--- src/rtl/vernier_pt_unmap.sv ---
// vernier_pt_unmap: inverse of the vernier point map (tap index -> Average count).
// Scans tap indices T_MIN..T_MAX one per clock and returns the tap whose mapped
// value equals the requested target, or otherwise the floor entry (largest
// mapped value not above the target).
// Optional build macro: VERNIER_UNMAP_EARLY_EXIT_EN -- when defined, an exact
// match ends the scan at the edge that finds it; otherwise the scan always
// covers the full tap range.
module vernier_pt_unmap #(
  parameter int T_MIN = 2,
  parameter int T_MAX = 120
) (
  input  logic        clk,
  input  logic        rst,
  input  logic        req_valid,
  output logic        req_ready,
  input  logic [15:0] target,
  output logic        resp_valid,
  input  logic        resp_ready,
  output logic [7:0]  resp_t,
  output logic [15:0] resp_value,
  output logic        resp_exact,
  output logic        resp_found,
  output logic        busy
);

  typedef enum logic [1:0] {
    IDLE = 2'd0,
    SCAN = 2'd1,
    DONE = 2'd2
  } state_t;

  localparam logic [6:0] T_MIN_C = 7'(T_MIN);
  localparam logic [6:0] T_MAX_C = 7'(T_MAX);

  // Forward map built from shifts and adds: 80T = 64T + 16T, 16T = T << 4.
  function automatic logic [15:0] map_value(input logic [6:0] t);
    logic [15:0] t16;
    t16 = {9'd0, t};
    if ((t < 7'd2) || (t > 7'd120)) begin
      map_value = 16'd0;
    end else if ((t % 7'd5) == 7'd3) begin
      map_value = (t16 << 4) + 16'd2;
    end else begin
      map_value = (t16 << 6) + (t16 << 4) + 16'd10;
    end
  endfunction

  state_t      state_r, state_nx_s;
  logic [6:0]  t_cnt_r, t_cnt_nx_s;
  logic [15:0] target_r, target_nx_s;
  logic [6:0]  best_t_r, best_t_nx_s;
  logic [15:0] best_val_r, best_val_nx_s;
  logic        found_r, found_nx_s;
  logic        exact_r, exact_nx_s;
  logic [15:0] map_v_s;
  logic        qual_s;
  logic        hit_s;

  logic        resp_valid_r;
  logic [7:0]  resp_t_r;
  logic [15:0] resp_value_r;
  logic        resp_exact_r;
  logic        resp_found_r;
  logic        busy_r;

  // Next-state and scan bookkeeping: evaluate the current tap and track the floor entry.
  always_comb begin
    state_nx_s    = state_r;
    t_cnt_nx_s    = t_cnt_r;
    target_nx_s   = target_r;
    best_t_nx_s   = best_t_r;
    best_val_nx_s = best_val_r;
    found_nx_s    = found_r;
    exact_nx_s    = exact_r;
    map_v_s       = map_value(t_cnt_r);
    qual_s        = (map_v_s <= target_r) && (!found_r || (map_v_s > best_val_r));
    hit_s         = (map_v_s == target_r);
    case (state_r)
      IDLE: begin
        if (req_valid) begin
          target_nx_s   = target;
          t_cnt_nx_s    = T_MIN_C;
          best_t_nx_s   = 7'd0;
          best_val_nx_s = 16'd0;
          found_nx_s    = 1'b0;
          exact_nx_s    = 1'b0;
          state_nx_s    = SCAN;
        end else begin
          state_nx_s    = IDLE;
        end
      end
      SCAN: begin
        if (qual_s) begin
          best_t_nx_s   = t_cnt_r;
          best_val_nx_s = map_v_s;
          found_nx_s    = 1'b1;
        end else begin
          best_t_nx_s   = best_t_r;
          best_val_nx_s = best_val_r;
          found_nx_s    = found_r;
        end
        if (hit_s) begin
          exact_nx_s = 1'b1;
        end else begin
          exact_nx_s = exact_r;
        end
        t_cnt_nx_s = t_cnt_r + 7'd1;
        if (t_cnt_r == T_MAX_C) begin
          state_nx_s = DONE;
`ifdef VERNIER_UNMAP_EARLY_EXIT_EN
        end else if (hit_s) begin
          state_nx_s = DONE;
`endif
        end else begin
          state_nx_s = SCAN;
        end
      end
      DONE: begin
        if (resp_ready) begin
          state_nx_s = IDLE;
        end else begin
          state_nx_s = DONE;
        end
      end
      default: begin
        state_nx_s = IDLE;
      end
    endcase
  end

  // State, scan registers and registered response outputs.
  always_ff @(posedge clk) begin
    if (rst) begin
      state_r      <= IDLE;
      t_cnt_r      <= 7'd0;
      target_r     <= 16'd0;
      best_t_r     <= 7'd0;
      best_val_r   <= 16'd0;
      found_r      <= 1'b0;
      exact_r      <= 1'b0;
      resp_valid_r <= 1'b0;
      resp_t_r     <= 8'd0;
      resp_value_r <= 16'd0;
      resp_exact_r <= 1'b0;
      resp_found_r <= 1'b0;
      busy_r       <= 1'b0;
    end else begin
      state_r    <= state_nx_s;
      t_cnt_r    <= t_cnt_nx_s;
      target_r   <= target_nx_s;
      best_t_r   <= best_t_nx_s;
      best_val_r <= best_val_nx_s;
      found_r    <= found_nx_s;
      exact_r    <= exact_nx_s;
      busy_r     <= (state_nx_s != IDLE);
      if ((state_r == SCAN) && (state_nx_s == DONE)) begin
        resp_valid_r <= 1'b1;
        resp_t_r     <= {1'b0, best_t_nx_s};
        resp_value_r <= best_val_nx_s;
        resp_exact_r <= exact_nx_s;
        resp_found_r <= found_nx_s;
      end else if ((state_r == DONE) && resp_ready) begin
        resp_valid_r <= 1'b0;
      end else begin
        resp_valid_r <= resp_valid_r;
      end
    end
  end

  // Ready only in IDLE, and forced low while reset is asserted.
  assign req_ready  = (state_r == IDLE) && !rst;
  assign resp_valid = resp_valid_r;
  assign resp_t     = resp_t_r;
  assign resp_value = resp_value_r;
  assign resp_exact = resp_exact_r;
  assign resp_found = resp_found_r;
  assign busy       = busy_r;

endmodule

--- config.mk ---
export PLATFORM = sky130hd
export DESIGN_NAME = vernier_pt_unmap
export DESIGN_NICKNAME = d
export VERILOG_FILES = /design/src/rtl/vernier_pt_unmap.sv
export SDC_FILE = /design/constraint.sdc
export NUM_CORES = 1
export LEC_CHECK = 0
export BUFFER_PORTS_ARGS = -buffer_cell sky130_fd_sc_hd__clkbuf_2
export CORE_MARGIN = 3
export CORE_UTILIZATION = 50
export CTS_CLUSTER_SIZE = 40
export DETAILED_ROUTE_END_ITERATION = 7
export HOLD_SLACK_MARGIN = 0.1
export PLACE_DENSITY = 0.75
export SETUP_SLACK_MARGIN = 0.05
export SLEW_MARGIN = 20
export SYNTH_ARGS = -nofsm -noshare
export SYNTH_HDL_FRONTEND = slang
export SYNTH_SLANG_ARGS = --single-unit
--- constraint.sdc ---
create_clock -name clk -period 5.2 [get_ports clk]
set_input_delay 0.26 -clock clk [delete_from_list [all_inputs] [get_ports clk]]
set_output_delay 0.26 -clock clk [all_outputs]
set_load 0.005 [all_outputs]
==> results.cfg <==
[sta]
relSlewSlack = 0.310
drv_slew = 0
skew_ns = 0.0112
whs_ns = 0.119
setup_tns_ns = 0
period_share = 0.912
rsz0062_at_grt = false
min_period_ns = 4.74
hold_viol_final = 0
setup_slack_ns = 0.458
max_freq_mhz = 211
worst_slew_pin_slew_ns = 1.03
setup_viol = 0

[floorplanning]
ios = 49
core_sq_um = 8380
die_y_microns = 99.7
initial_core_util = 0.524
die_w_microns = 99.7
core.rowCount = 33
dieArea_sq_um = 9940

[power_and_ir_drop]
peakVddDrop_mv = 0.187
leakagePower_nw = 1.94
power.density_nw_per_um2 = 265
totalPowerFinal_mw = 1.33

[worst_setup_path]
cp-end-kind = register
crit_type = reg -> reg
startpoint = t_cnt_r[2]
regToRegSetupSlack_ns = 0.46
reg2reg_to = resp_value[11]
critPathLaunchType = register
timing.rr.start = t_cnt_r[2]
cp_data_required_time_ns = 5.47
worstPathArrival_ns = 5.01
crit_end = resp_value[11]
worst_r2r_path_depth = 17
path_max_fanout = 11

[yosys]
synth_top_area_share = 0.351
async_flop_share = 0
ys_types = 67
synth.most_common_cell = dfxtp_1
ys_seq_area_frac = 0.351
synthTopCellsByArea = dfxtp_1 35%, ha_1 9.1%, a21oi_1 6.7%, nand2_1 6.1%, nor2_1 4.2%
synth_cells = 551
avgSynthCellArea_sq_um = 7.97
synth_edf_count = 0
synthTopCellsByCount = 77 x dfxtp_1, 71 x nand2_1, 59 x a21oi_1
syn_nets = 604
synth_seq_cells = 77
yosys_warnings = 0
dominantRegCellSynth = dfxtp_1
yosysTopAreaCell = dfxtp_1
synthesis.area_sq_um = 4390

[drt]
postRouteAntennaNets = 0
dr.pass1.iters = 5
drc = 0
wl_microns = 11200
drt_iter0_markers = 290
drt-vias-per-instance = 5.67
vias = 3955
wl_per_cell_microns = 16.1

[placed_design]
hpwl_microns = 8160
gp_congestion = 0.918
port_buffers = 47
dpl.cell_count = 681
post-place-ws_ns = 0.246

[finish]
stdcell_count = 697
antenna_cells = 0
area_delta_synth_final_pct = 14.1
finalNetCount = 640
num-fill-cells = 788
drive_above_1_share = 0.189

[status]
outcome = finished, final reports clean

[grt]
grt_max_degree = 41
grt_overflow_total = 0
grt_pass1_vias = 3702
grt_pass1_wl_microns = 18600
track_usage = 0.232
grt_antenna_before_repair = 0

[clock_network]
cts_tree = yes
numCtsBuffers = 9
htreeDepth = 3
clk_pin_slew_worst_paths_ns = 0.09
cts_root_buf = clkbuf_8
cts_sinks = 77
cts.path.max_buffers = 2
clk_latency_ns = 0.35
hold_buffers = 0

[hold_path]
hold_class = in -> reg
hp-start = target[0]

[flow_run]
timing.max_cap.violations = 0
report_power, final:
group	internal (mW)	total (mW)	leakage [nW]	switching, mW
clock network	0.273	0.510	0.106	0.238
logic	0.0753	0.202	1.21	0.126
registers	0.603	0.617	0.625	0.0138
how the worst min path moves through the flow:
stage	to	cells past startpoint
6_report	target_r[0]	3
2_1_floorplan	target_r[0]	2
5_1_grt	target_r[15]	3
3_5_place_dp	resp_value[0]	2
3_3_place_gp	resp_value[15]	2
4_1_cts	target_r[15]	3
what timing repair did:
item	in CTS	in global routing
gates resized for setup	0	19
setup buffers	0	0
setup endpoints to repair	0	35
worst max-delay path: stages (launching register included):
cell and delay, ns:
dfxtp_1 0.41, nand2b_2 0.29, a21o_1 0.20, a221o_1 0.41
or2_4 0.29, a32o_2 0.28, nor2_2 0.21, nand2_1 0.17
nor2_2 0.20, ha_1 0.27, nand4_1 0.18, a2111oi_2 0.08
nor4_2 0.31, o31a_1 0.24, o21ai_1 0.20, buf_4 0.24
or4_4 0.43, a311oi_2 0.26
layout make-up:
class | instances | area [sq um] | area share
Clock buffer | 9 | 124 | 0.0247
Clock inverter | 7 | 97.6 | 0.0195
Inverter | 31 | 116 | 0.0232
Multi-Input combinational cell | 406 | 2650 | 0.529
Sequential cell | 77 | 1540 | 0.308
Tap cell | 105 | 131 | 0.0262
Timing Repair Buffer | 62 | 348 | 0.0694
cells by family (layout without fill, tap and decap cells):
family | after synthesis | count (layout) | share of synthesized area
AO/OA/AOI/OAI | 138 | 138 | 0.211
XOR/XNOR | 8 | 8 | 0.0160
adder cells (fa/ha/maj) | 33 | 33 | 0.0958
buffers and inverters | 68 | 109 | 0.0610
flip-flops | 77 | 77 | 0.351
multiplexers | 4 | 4 | 0.00912
other | 1 | 1 | 0.000854
AND/OR/NAND/NOR | 222 | 222 | 0.255
flip-flops by register name (all words and copies together), names as in the netlist:
| signal | cells |
|---|---|
| target_r | 16 |
| exact_r | 1 |
| resp_exact | 1 |
| state_r | 2 |
| best_val_r | 16 |
| resp_valid | 1 |
| t_cnt_r | 7 |
| best_t_r | 7 |
| busy | 1 |
| resp_found | 1 |
| resp_value | 16 |
| resp_t | 7 |
| found_r | 1 |
routing by layer:
| metal | GRT usage | up-vias | part of all wire |
|---|---|---|---|
| met5 | 0 | - | 0 |
| met4 | 0.0536 | 0 | 0.0085 |
| met3 | 0.0365 | 8 | 0.043 |
| met2 | 0.379 | 110 | 0.47 |
| met1 | 0.323 | 1814 | 0.48 |
| li1 | - | 2023 | - |
through the flow:
| stage | instance area (sq um) | util |
|---|---|---|
| 3_5_place_dp | 4720 | 0.563 |
| 2_1_floorplan | 4390 | - |
| 6_report | 5010 | 0.598 |
| 4_1_cts | 4940 | 0.589 |
| 5_1_grt | 5010 | 0.598 |
| 3_3_place_gp | 4720 | 0.563 |
cells in the final DEF, fill, tap and decap left out, types with 5 or more instances in the layout:
master / instances
a211oi_1: 14
a21o_1: 5
a21oi_1: 58
a311oi_1: 5
and2_1: 7
buf_4: 15
clkbuf_2: 47
clkbuf_8: 9
dfxtp_1: 75
ha_1: 32
inv_1: 31
nand2_1: 71
nand3_1: 21
nand3b_1: 5
nor2_1: 42
nor2_2: 7
nor2b_1: 7
nor3_1: 19
o21ai_0: 9
xnor2_1: 6
Power figures use the tool's default switching activity.
